[config.mk]
export PLATFORM = sky130hd
export DESIGN_NAME = arith_mult_cst_csd
export DESIGN_NICKNAME = d
export VERILOG_FILES = /design/src/rtl/arith_mult_cst_csd.sv
export SDC_FILE = /design/constraint.sdc
export NUM_CORES = 1
export LEC_CHECK = 0
export ABC_AREA = 1
export CELL_PAD_IN_SITES_DETAIL_PLACEMENT = 0
export CELL_PAD_IN_SITES_GLOBAL_PLACEMENT = 1
export CORE_MARGIN = 1.5
export CORE_UTILIZATION = 25
export CTS_BUF_LIST = sky130_fd_sc_hd__clkbuf_16
export DETAILED_ROUTE_END_ITERATION = 12
export PLACE_DENSITY = 0.54
export REMOVE_ABC_BUFFERS = 1
export SLEW_MARGIN = 20
export SYNTH_ARGS = -nofsm -noshare
export SYNTH_HDL_FRONTEND = slang
export SYNTH_HIERARCHICAL = 1
export SYNTH_SLANG_ARGS = --single-unit
[constraint.sdc]
create_clock -name clk -period 5.55 [get_ports clk]
set_clock_uncertainty 0.15 [all_clocks]
set_input_delay 1.11 -clock clk [delete_from_list [all_inputs] [get_ports clk]]
set_output_delay 1.11 -clock clk [all_outputs]
set_load 0.05 [all_outputs]
[src/rtl/arith_mult_cst_csd.sv]
// Pipelined multiply by a compile-time constant in signed-power-of-two form.
// Define ARITH_MULT_CST_CSD_DATA_RST_EN to reset every data pipeline register to 0.

// Data pipeline register; resettable only when the data-reset build is selected.
module arith_mult_cst_csd_dreg #(
    parameter int unsigned W = 1
) (
    input  logic         clk,
    input  logic         s_rst_n,
    input  logic [W-1:0] d_i,
    output logic [W-1:0] q_o
);
    logic [W-1:0] data_q;

`ifdef ARITH_MULT_CST_CSD_DATA_RST_EN
    always_ff @(posedge clk or negedge s_rst_n) begin
        if (!s_rst_n) data_q <= '0;
        else          data_q <= d_i;
    end
`else
    logic unused_rst;
    assign unused_rst = s_rst_n;

    always_ff @(posedge clk) begin
        data_q <= d_i;
    end
`endif

    assign q_o = data_q;
endmodule

// One adder-tree level: pairs operands, an odd trailing operand passes through.
module arith_mult_cst_csd_lvl #(
    parameter int unsigned Z_W  = 128,
    parameter int unsigned N    = 3,
    parameter int unsigned N_IN = 3,
    parameter bit          REG  = 1'b1
) (
    input  logic                  clk,
    input  logic                  s_rst_n,
    input  logic [N-1:0][Z_W-1:0] op_i,
    output logic [N-1:0][Z_W-1:0] sum_o
);
    logic [N-1:0][Z_W-1:0] sum_c;
    logic                  unused_ops;

    // Entries beyond the active operand count are zero and fold away.
    assign unused_ops = ^op_i;

    for (genvar j = 0; j < N; j++) begin : g_node
        if (2 * j + 1 < N_IN) begin : g_add
            assign sum_c[j] = op_i[2*j] + op_i[2*j+1];
        end else if (2 * j < N_IN) begin : g_pass
            assign sum_c[j] = op_i[2*j];
        end else begin : g_zero
            assign sum_c[j] = '0;
        end
    end

    if (REG) begin : g_reg
        arith_mult_cst_csd_dreg #(.W(N * Z_W)) u_reg (
            .clk     (clk),
            .s_rst_n (s_rst_n),
            .d_i     (sum_c),
            .q_o     (sum_o)
        );
    end else begin : g_comb
        logic unused_clk;
        assign unused_clk = clk ^ s_rst_n;
        assign sum_o      = sum_c;
    end
endmodule

module arith_mult_cst_csd #(
    parameter int unsigned              IN_W            = 64,
    parameter int unsigned              CST_W           = 64,
    parameter int unsigned              TERM_NB         = 3,
    parameter logic [TERM_NB-1:0][31:0] TERM_POW        = {32'd64, 32'd32, 32'd0},
    parameter logic [TERM_NB-1:0]       TERM_SGN        = 3'b010,
    parameter logic [CST_W-1:0]         CST             = 64'hFFFF_FFFF_0000_0001,
    parameter bit                       IN_PIPE         = 1'b1,
    parameter int unsigned              ADD_PIPE_PERIOD = 1,
    parameter int unsigned              SIDE_W          = 0,
    parameter logic [1:0]               RST_SIDE        = 2'b00
) (
    input  logic                                 clk,
    input  logic                                 s_rst_n,
    input  logic [IN_W-1:0]                      a,
    input  logic                                 in_avail,
    input  logic [(SIDE_W > 0 ? SIDE_W : 1)-1:0] in_side,
    output logic [IN_W+CST_W-1:0]                z,
    output logic                                 out_avail,
    output logic [(SIDE_W > 0 ? SIDE_W : 1)-1:0] out_side
);
    localparam int unsigned TERM_NB_MAX = 8;
    localparam int unsigned Z_W         = IN_W + CST_W;
    localparam int unsigned SIDE_WI     = (SIDE_W > 0) ? SIDE_W : 1;
    localparam int unsigned SUM_W       = CST_W + 8;
    localparam int unsigned P_SAFE      = (ADD_PIPE_PERIOD == 0) ? 1 : ADD_PIPE_PERIOD;
    localparam int unsigned LVL_NB      = $clog2(TERM_NB);
    localparam int unsigned STG_NB      = (LVL_NB == 0) ? 1 : (LVL_NB + P_SAFE - 1) / P_SAFE;
    localparam int unsigned LAT         = 32'(IN_PIPE) + STG_NB;

    // Exact signed sum of the terms, wide enough for eight terms of 2**CST_W.
    function automatic logic signed [SUM_W-1:0] term_sum();
        logic signed [SUM_W-1:0] acc;
        acc = '0;
        for (int i = 0; i < int'(TERM_NB); i++) begin
            if (TERM_SGN[i]) acc = acc - (SUM_W'(1) << TERM_POW[i]);
            else             acc = acc + (SUM_W'(1) << TERM_POW[i]);
        end
        return acc;
    endfunction

    function automatic bit pow_ok();
        bit ok;
        ok = 1'b1;
        for (int i = 0; i < int'(TERM_NB); i++) begin
            if (TERM_POW[i] > CST_W) ok = 1'b0;
        end
        return ok;
    endfunction

    function automatic int unsigned nodes(input int unsigned l);
        return (TERM_NB + (32'd1 << l) - 32'd1) >> l;
    endfunction

    function automatic bit lvl_reg(input int unsigned l);
        return ((l % P_SAFE) == 0) || (l == LVL_NB);
    endfunction

    localparam logic signed [SUM_W-1:0] CST_SUM = term_sum();
    localparam logic signed [SUM_W-1:0] CST_EXT = SUM_W'(CST);

    if (TERM_NB < 1 || TERM_NB > TERM_NB_MAX) begin : g_chk_nb
        $fatal(1, "arith_mult_cst_csd: TERM_NB=%0d outside 1..%0d", TERM_NB, TERM_NB_MAX);
    end
    if (ADD_PIPE_PERIOD < 1) begin : g_chk_period
        $fatal(1, "arith_mult_cst_csd: ADD_PIPE_PERIOD=%0d must be >= 1", ADD_PIPE_PERIOD);
    end
    if (!pow_ok()) begin : g_chk_pow
        $fatal(1, "arith_mult_cst_csd: TERM_POW=%0h exceeds CST_W=%0d", TERM_POW, CST_W);
    end
    if (CST_SUM != CST_EXT || CST_SUM <= 0) begin : g_chk_cst
        $fatal(1, "arith_mult_cst_csd: terms do not give CST=%0d (CST_W=%0d TERM_POW=%0h TERM_SGN=%0b)",
               CST, CST_W, TERM_POW, TERM_SGN);
    end

    logic [IN_W-1:0]              a_op;
    logic [TERM_NB-1:0][Z_W-1:0]  lvl0;
    logic [TERM_NB-1:0][Z_W-1:0]  lvl1;
    logic [TERM_NB-1:0][Z_W-1:0]  lvl2;
    logic [TERM_NB-1:0][Z_W-1:0]  lvl3;
    logic [Z_W-1:0]               z_q;
    logic                         unused_tree;

    if (IN_PIPE) begin : g_in_pipe
        arith_mult_cst_csd_dreg #(.W(IN_W)) u_in_reg (
            .clk     (clk),
            .s_rst_n (s_rst_n),
            .d_i     (a),
            .q_o     (a_op)
        );
    end else begin : g_in_comb
        assign a_op = a;
    end

    // Shifted operand per term; subtracted terms enter the tree already negated.
    for (genvar i = 0; i < TERM_NB; i++) begin : g_term
        logic [Z_W-1:0] shifted;
        assign shifted = Z_W'(a_op) << TERM_POW[i];
        if (TERM_SGN[i]) begin : g_neg
            assign lvl0[i] = Z_W'(0) - shifted;
        end else begin : g_pos
            assign lvl0[i] = shifted;
        end
    end

    // At most three levels for eight terms; unused levels are wires.
    if (LVL_NB >= 1) begin : g_lvl1
        arith_mult_cst_csd_lvl #(.Z_W(Z_W), .N(TERM_NB), .N_IN(nodes(0)), .REG(lvl_reg(1))) u_lvl (
            .clk     (clk),
            .s_rst_n (s_rst_n),
            .op_i    (lvl0),
            .sum_o   (lvl1)
        );
    end else begin : g_thru1
        assign lvl1 = lvl0;
    end

    if (LVL_NB >= 2) begin : g_lvl2
        arith_mult_cst_csd_lvl #(.Z_W(Z_W), .N(TERM_NB), .N_IN(nodes(1)), .REG(lvl_reg(2))) u_lvl (
            .clk     (clk),
            .s_rst_n (s_rst_n),
            .op_i    (lvl1),
            .sum_o   (lvl2)
        );
    end else begin : g_thru2
        assign lvl2 = lvl1;
    end

    if (LVL_NB >= 3) begin : g_lvl3
        arith_mult_cst_csd_lvl #(.Z_W(Z_W), .N(TERM_NB), .N_IN(nodes(2)), .REG(lvl_reg(3))) u_lvl (
            .clk     (clk),
            .s_rst_n (s_rst_n),
            .op_i    (lvl2),
            .sum_o   (lvl3)
        );
    end else begin : g_thru3
        assign lvl3 = lvl2;
    end

    assign unused_tree = ^(lvl3 >> Z_W);

    // A single term has no adder level, so it still gets one output register.
    if (LVL_NB == 0) begin : g_single
        arith_mult_cst_csd_dreg #(.W(Z_W)) u_out_reg (
            .clk     (clk),
            .s_rst_n (s_rst_n),
            .d_i     (lvl3[0]),
            .q_o     (z_q)
        );
    end else begin : g_tree_out
        assign z_q = lvl3[0];
    end

    assign z = z_q;

    logic [LAT-1:0] avail_q;

    always_ff @(posedge clk or negedge s_rst_n) begin
        if (!s_rst_n) avail_q <= '0;
        else          avail_q <= LAT'({avail_q, in_avail});
    end

    assign out_avail = avail_q[LAT-1];

    if (SIDE_W > 0) begin : g_side
        logic [SIDE_WI-1:0] side_q [LAT];

        if (RST_SIDE != 2'b00) begin : g_side_rst
            localparam logic [SIDE_WI-1:0] SIDE_RST = {SIDE_WI{RST_SIDE[1] & ~RST_SIDE[0]}};

            always_ff @(posedge clk or negedge s_rst_n) begin
                if (!s_rst_n) begin
                    for (int k = 0; k < int'(LAT); k++) side_q[k] <= SIDE_RST;
                end else begin
                    side_q[0] <= in_side;
                    for (int k = 1; k < int'(LAT); k++) side_q[k] <= side_q[k-1];
                end
            end
        end else begin : g_side_nrst
            always_ff @(posedge clk) begin
                side_q[0] <= in_side;
                for (int k = 1; k < int'(LAT); k++) side_q[k] <= side_q[k-1];
            end
        end

        assign out_side = side_q[LAT-1];
    end else begin : g_no_side
        logic unused_side;
        assign unused_side = ^in_side;
        assign out_side    = '0;
    end
endmodule

### Yosys cells after proc, flatten, opt, wreduce, memory -nomap -nowiden

Cells that the tools add are included.

| operators by class | value |
|---|---|
| add/subtract/negate cells | 3 |

Operators with widths:

| operator | number |
|---|---|
| $add 128x128->128 | 1 |
| $add 65x97->98 | 1 |
| $sub 1x96->97 const A | 1 |

| storage, ports and cells | value |
|---|---|
| logic and storage cells | 7 |
| input bits | 68 |
| output and inout bits | 130 |
| flip-flop bits (word level) | 387 |

### Logic depth before layout (Yosys ltp)

| logic depth | value |
|---|---|
| depth after elaboration | 2 |
| depth in mapped cells | 24 |
| mapped depth without buffers | 24 |

### Cells and area by module

Netlist, hierarchy kept.

Modules (own cells, without submodules):

| module | seq. area each (sq um) | area an instance (sq um) | cells each | instances |
|---|---|---|---|---|
| arith_mult_cst_csd_lvl | 0.0 | 14129.8 | 3133 | 2 |
| arith_mult_cst_csd_dreg (g_lvl1.u_lvl.g_reg.u_reg ...) | 7687.4 | 7687.4 | 384 | 2 |
| arith_mult_cst_csd | 75.1 | 2244.7 | 470 | 1 |
| arith_mult_cst_csd_dreg (g_in_pipe.u_in_reg) | 1281.2 | 1281.2 | 64 | 1 |

### Worst setup path after synthesis

Ideal clock, no wire load.

| timing | value |
|---|---|
| path type | reg-to-reg |
| start point | register g_in_pipe.u_in_reg.data_q[0] (netlist: g_in_pipe.u_in_reg/q_o[0]) |
| end point | register g_lvl1.u_lvl.g_reg.u_reg.data_q[127] (netlist: g_lvl1.u_lvl/g_reg.u_reg/q_o[127]) |
| required time | 5.287 ns |
| data arrival time | 3.627 ns |
| setup time | 0.113 ns |
| slack | 1.660 ns |
| clock period less this slack | 3.890 ns |
| path buffers | 0 |
| stages on the path, launching flop included | 20 |
| cell sequence | dfxtp_1 inv_1 ha_1 nand2_2 nor2_8 nand2_4 nor2_4 nand4_1 ha_1 nand2_1 nor2_1 and2_1 nand2_1 inv_1 nand2_1 inv_1 a21oi_1 nand2_1 nand2_1 nand2_1 |

RTL lines:

| what | line | RTL |
|---|---|---|
| start, declared | 13 | `logic [W-1:0] data_q;` |
| start signal, assigned | 25 | `data_q <= d_i;` |
| end signal, assigned | 25 |  |
| end, declared | 13 |  |

==> impl_metrics.py <==
metrics = {
    "synth": {
        "synth_warnings": 6,
        "postSynthCellCount": 7182,
        "synth.cell_area_sq_um": 39500,
        "synth_area_per_cell_sq_um": 5.50,
    },
    "clock_network": {
        "clock_path_buffers": 3,
        "postCtsSetupBuffers": 0,
        "cts-root-buf": "clkbuf_16",
        "clk_pin_slew_worst_paths_ns": 0.06,
        "tritoncts": "yes",
        "cts.sinks": 451,
        "numCtsBuffers": 53,
        "hold_buffers": 0,
        "postCtsResizedCells": 0,
        "htreeDepth": 2,
        "clock_latency_ns": 0.69,
    },
    "detailed_routing": {
        "ant_nets": 0,
        "via_per_inst": 4.22,
        "dr_wl_met2_um": 93300,
        "initialDrtViolationCount": 2438,
        "drt_wl_total_um": 204000,
        "remaining_drc_errors": 0,
        "met3_length_um": 5360,
        "wl_per_cell_um": 21.0,
        "num_vias": 41001,
        "top_layer": "met4",
        "drtPass1Iterations": 7,
        "wl_met1_um": 96400,
    },
    "setup_path": {
        "cp.arrival_ns": 4.70,
        "critical_path.endpoint_type": "register",
        "worst-path-max-fanout": 32,
        "slowest_delay_ns": 0.81,
        "crit_chain": "nor2_1 > nand2_1 > nor2_1 > nand2_1 > nor2_4 > nand4_1 > buf_4 > ha_1 > nand2_1 > nor2_1 > nand2_1 > nor2_1 > nand2_1 > nor4_2 > nand2_1 > nand4_1 > nand2_1",
        "crit_required_ns": 5.94,
        "critical_path.slowest_cell": "dfxtp_1",
        "worstSetupPathType": "reg -> reg",
        "critPathLaunchType": "register",
        "worst_path_most_repeated_cell": "nand2_1",
    },
    "placement": {
        "pre_cts_slack_ns": 1.30,
        "dpl.hpwl_um": 184000,
        "port_buffers": 195,
        "routabilityCongestion": 0.965,
    },
    "sta": {
        "fin_crit_sh": 0.777,
        "worst_slew_pin_slew_ns": 0.863,
        "rsz0062_at_grt": "false",
        "hold_viol_final": 0,
        "holdWs_ns": 0.208,
        "setup_violations": 0,
        "drv_slew": 0,
        "fin_setup_tns_ns": 0,
        "layout_setup_ws_ns": 1.24,
        "max_freq_mhz": 232,
        "period_needed_ns": 4.31,
        "slew_headroom": 0.420,
    },
    "cells_and_area": {
        "layout_commonest_cell": "nand2_1",
        "syn2layout_area_growth_pct": 17.9,
        "nets": 7939,
        "layout-drive-gt1-share": 0.0641,
        "post-route-util": 0.298,
        "layout_common_cells": "nand2_1 (3,128), inv_1 (1,672), nor2_1 (597)",
    },
    "grt": {
        "grt_pass1_wl_um": 281000,
        "grt-ovfl-total": 0,
        "grt_pass1_vias": 39757,
        "track_usage": 0.248,
        "grt_antenna_before_repair": 18,
        "grt_start_max_net_pins": 33,
    },
    "run": {
        "drv_cap": 0,
    },
    "die": {
        "start_util": 0.252,
        "die_y_um": 400,
        "rows": 145,
        "die_area_sq_um": 160000,
        "die_w_um": 400,
        "core_region_area_sq_um": 156000,
        "ios": 198,
    },
    "outcome": {
        "outcome": "completed",
    },
    "power_and_ir_drop": {
        "p_switching_uw": 7710,
        "ir_drop_mv": 0.290,
        "combPwrFrac": 0.497,
        "seqPwrFrac": 0.272,
        "p_per_area_nw_per_um2": 340,
        "p_leak_uw": 0.0274,
        "swShare": 0.487,
        "p_int_uw": 8110,
        "p_clk_frac": 0.231,
    },
    "worst_hold_path": {
        "min_path_type": "reg -> reg",
    },
}
flip-flops by register name (all words and copies together) (netlist names):
signal,count
avail_q,3
g_in_pipe.u_in_reg/q_o,64
g_lvl1.u_lvl/g_reg.u_reg/q_o,256
g_lvl2.u_lvl/g_reg.u_reg/q_o,128
area by class of cell:
cell class	instances	area, sq um
Tap cell	2058	2570
Fill cell	18328	110000
Inverter	1718	6450
Multi-Input combinational cell	5173	24600
Sequential cell	451	9040
Antenna cell	3	7.51
Clock inverter	45	459
Timing Repair Buffer	217	2120
Clock buffer	53	1330
path summary, 6_finish.rpt:
kind	cells after the start	startpoint	end	slack [ns]
min	0	avail_q[0]	avail_q[1]	0.21
max in group asynchronous	1	s_rst_n	avail_q[1]	4.63
max reg2reg	17	g_in_pipe.u_in_reg/q_o[18]	g_lvl1.u_lvl/g_reg.u_reg/q_o[107]	1.24
min in group asynchronous	1	s_rst_n	avail_q[2]	0.48
max	17	g_in_pipe.u_in_reg/q_o[18]	g_lvl1.u_lvl/g_reg.u_reg/q_o[107]	1.24
min reg2reg	0	avail_q[0]	avail_q[1]	0.21
critical path, delay by kind of cell, from the launching register on:
family	cells	cell delay, ns
flip-flops	1	0.81
adder cells (fa/ha/maj)	1	0.42
AND/OR/NAND/NOR	15	2.31
buffers and inverters	1	0.40
routing by layer:
| layer | vias to the layer above | track usage |
|---|---|---|
| met5 | - | 0 |
| met4 | 0 | 0.0950 |
| met3 | 236 | 0.0114 |
| met2 | 723 | 0.420 |
| met1 | 18375 | 0.332 |
| li1 | 21667 | - |
power groups by stage:
| stage | Sequential, uW | Combinational (uW) | Clock (uW) |
|---|---|---|---|
| 2_1_floorplan | 5570 | 3420 | 0 |
| 3_3_place_gp | 4370 | 7770 | 0 |
| 3_5_place_dp | 4380 | 7740 | 0 |
| 4_1_cts | 4310 | 7770 | 3780 |
| 5_1_grt | 4350 | 8490 | 3890 |
| 6_report | 4300 | 7860 | 3660 |
per-stage QoR:
step                area, sq um  power [uW]  cells
floorplan                 40100        8990   7342
global placement          44800       12100   9617
detailed placement        44800       12100   9617
CTS                       46500       15900   9715
global route              46500       16700   9715
finish                    46500       15800   9718
Note: power is estimated with default switching activity, not from simulation.
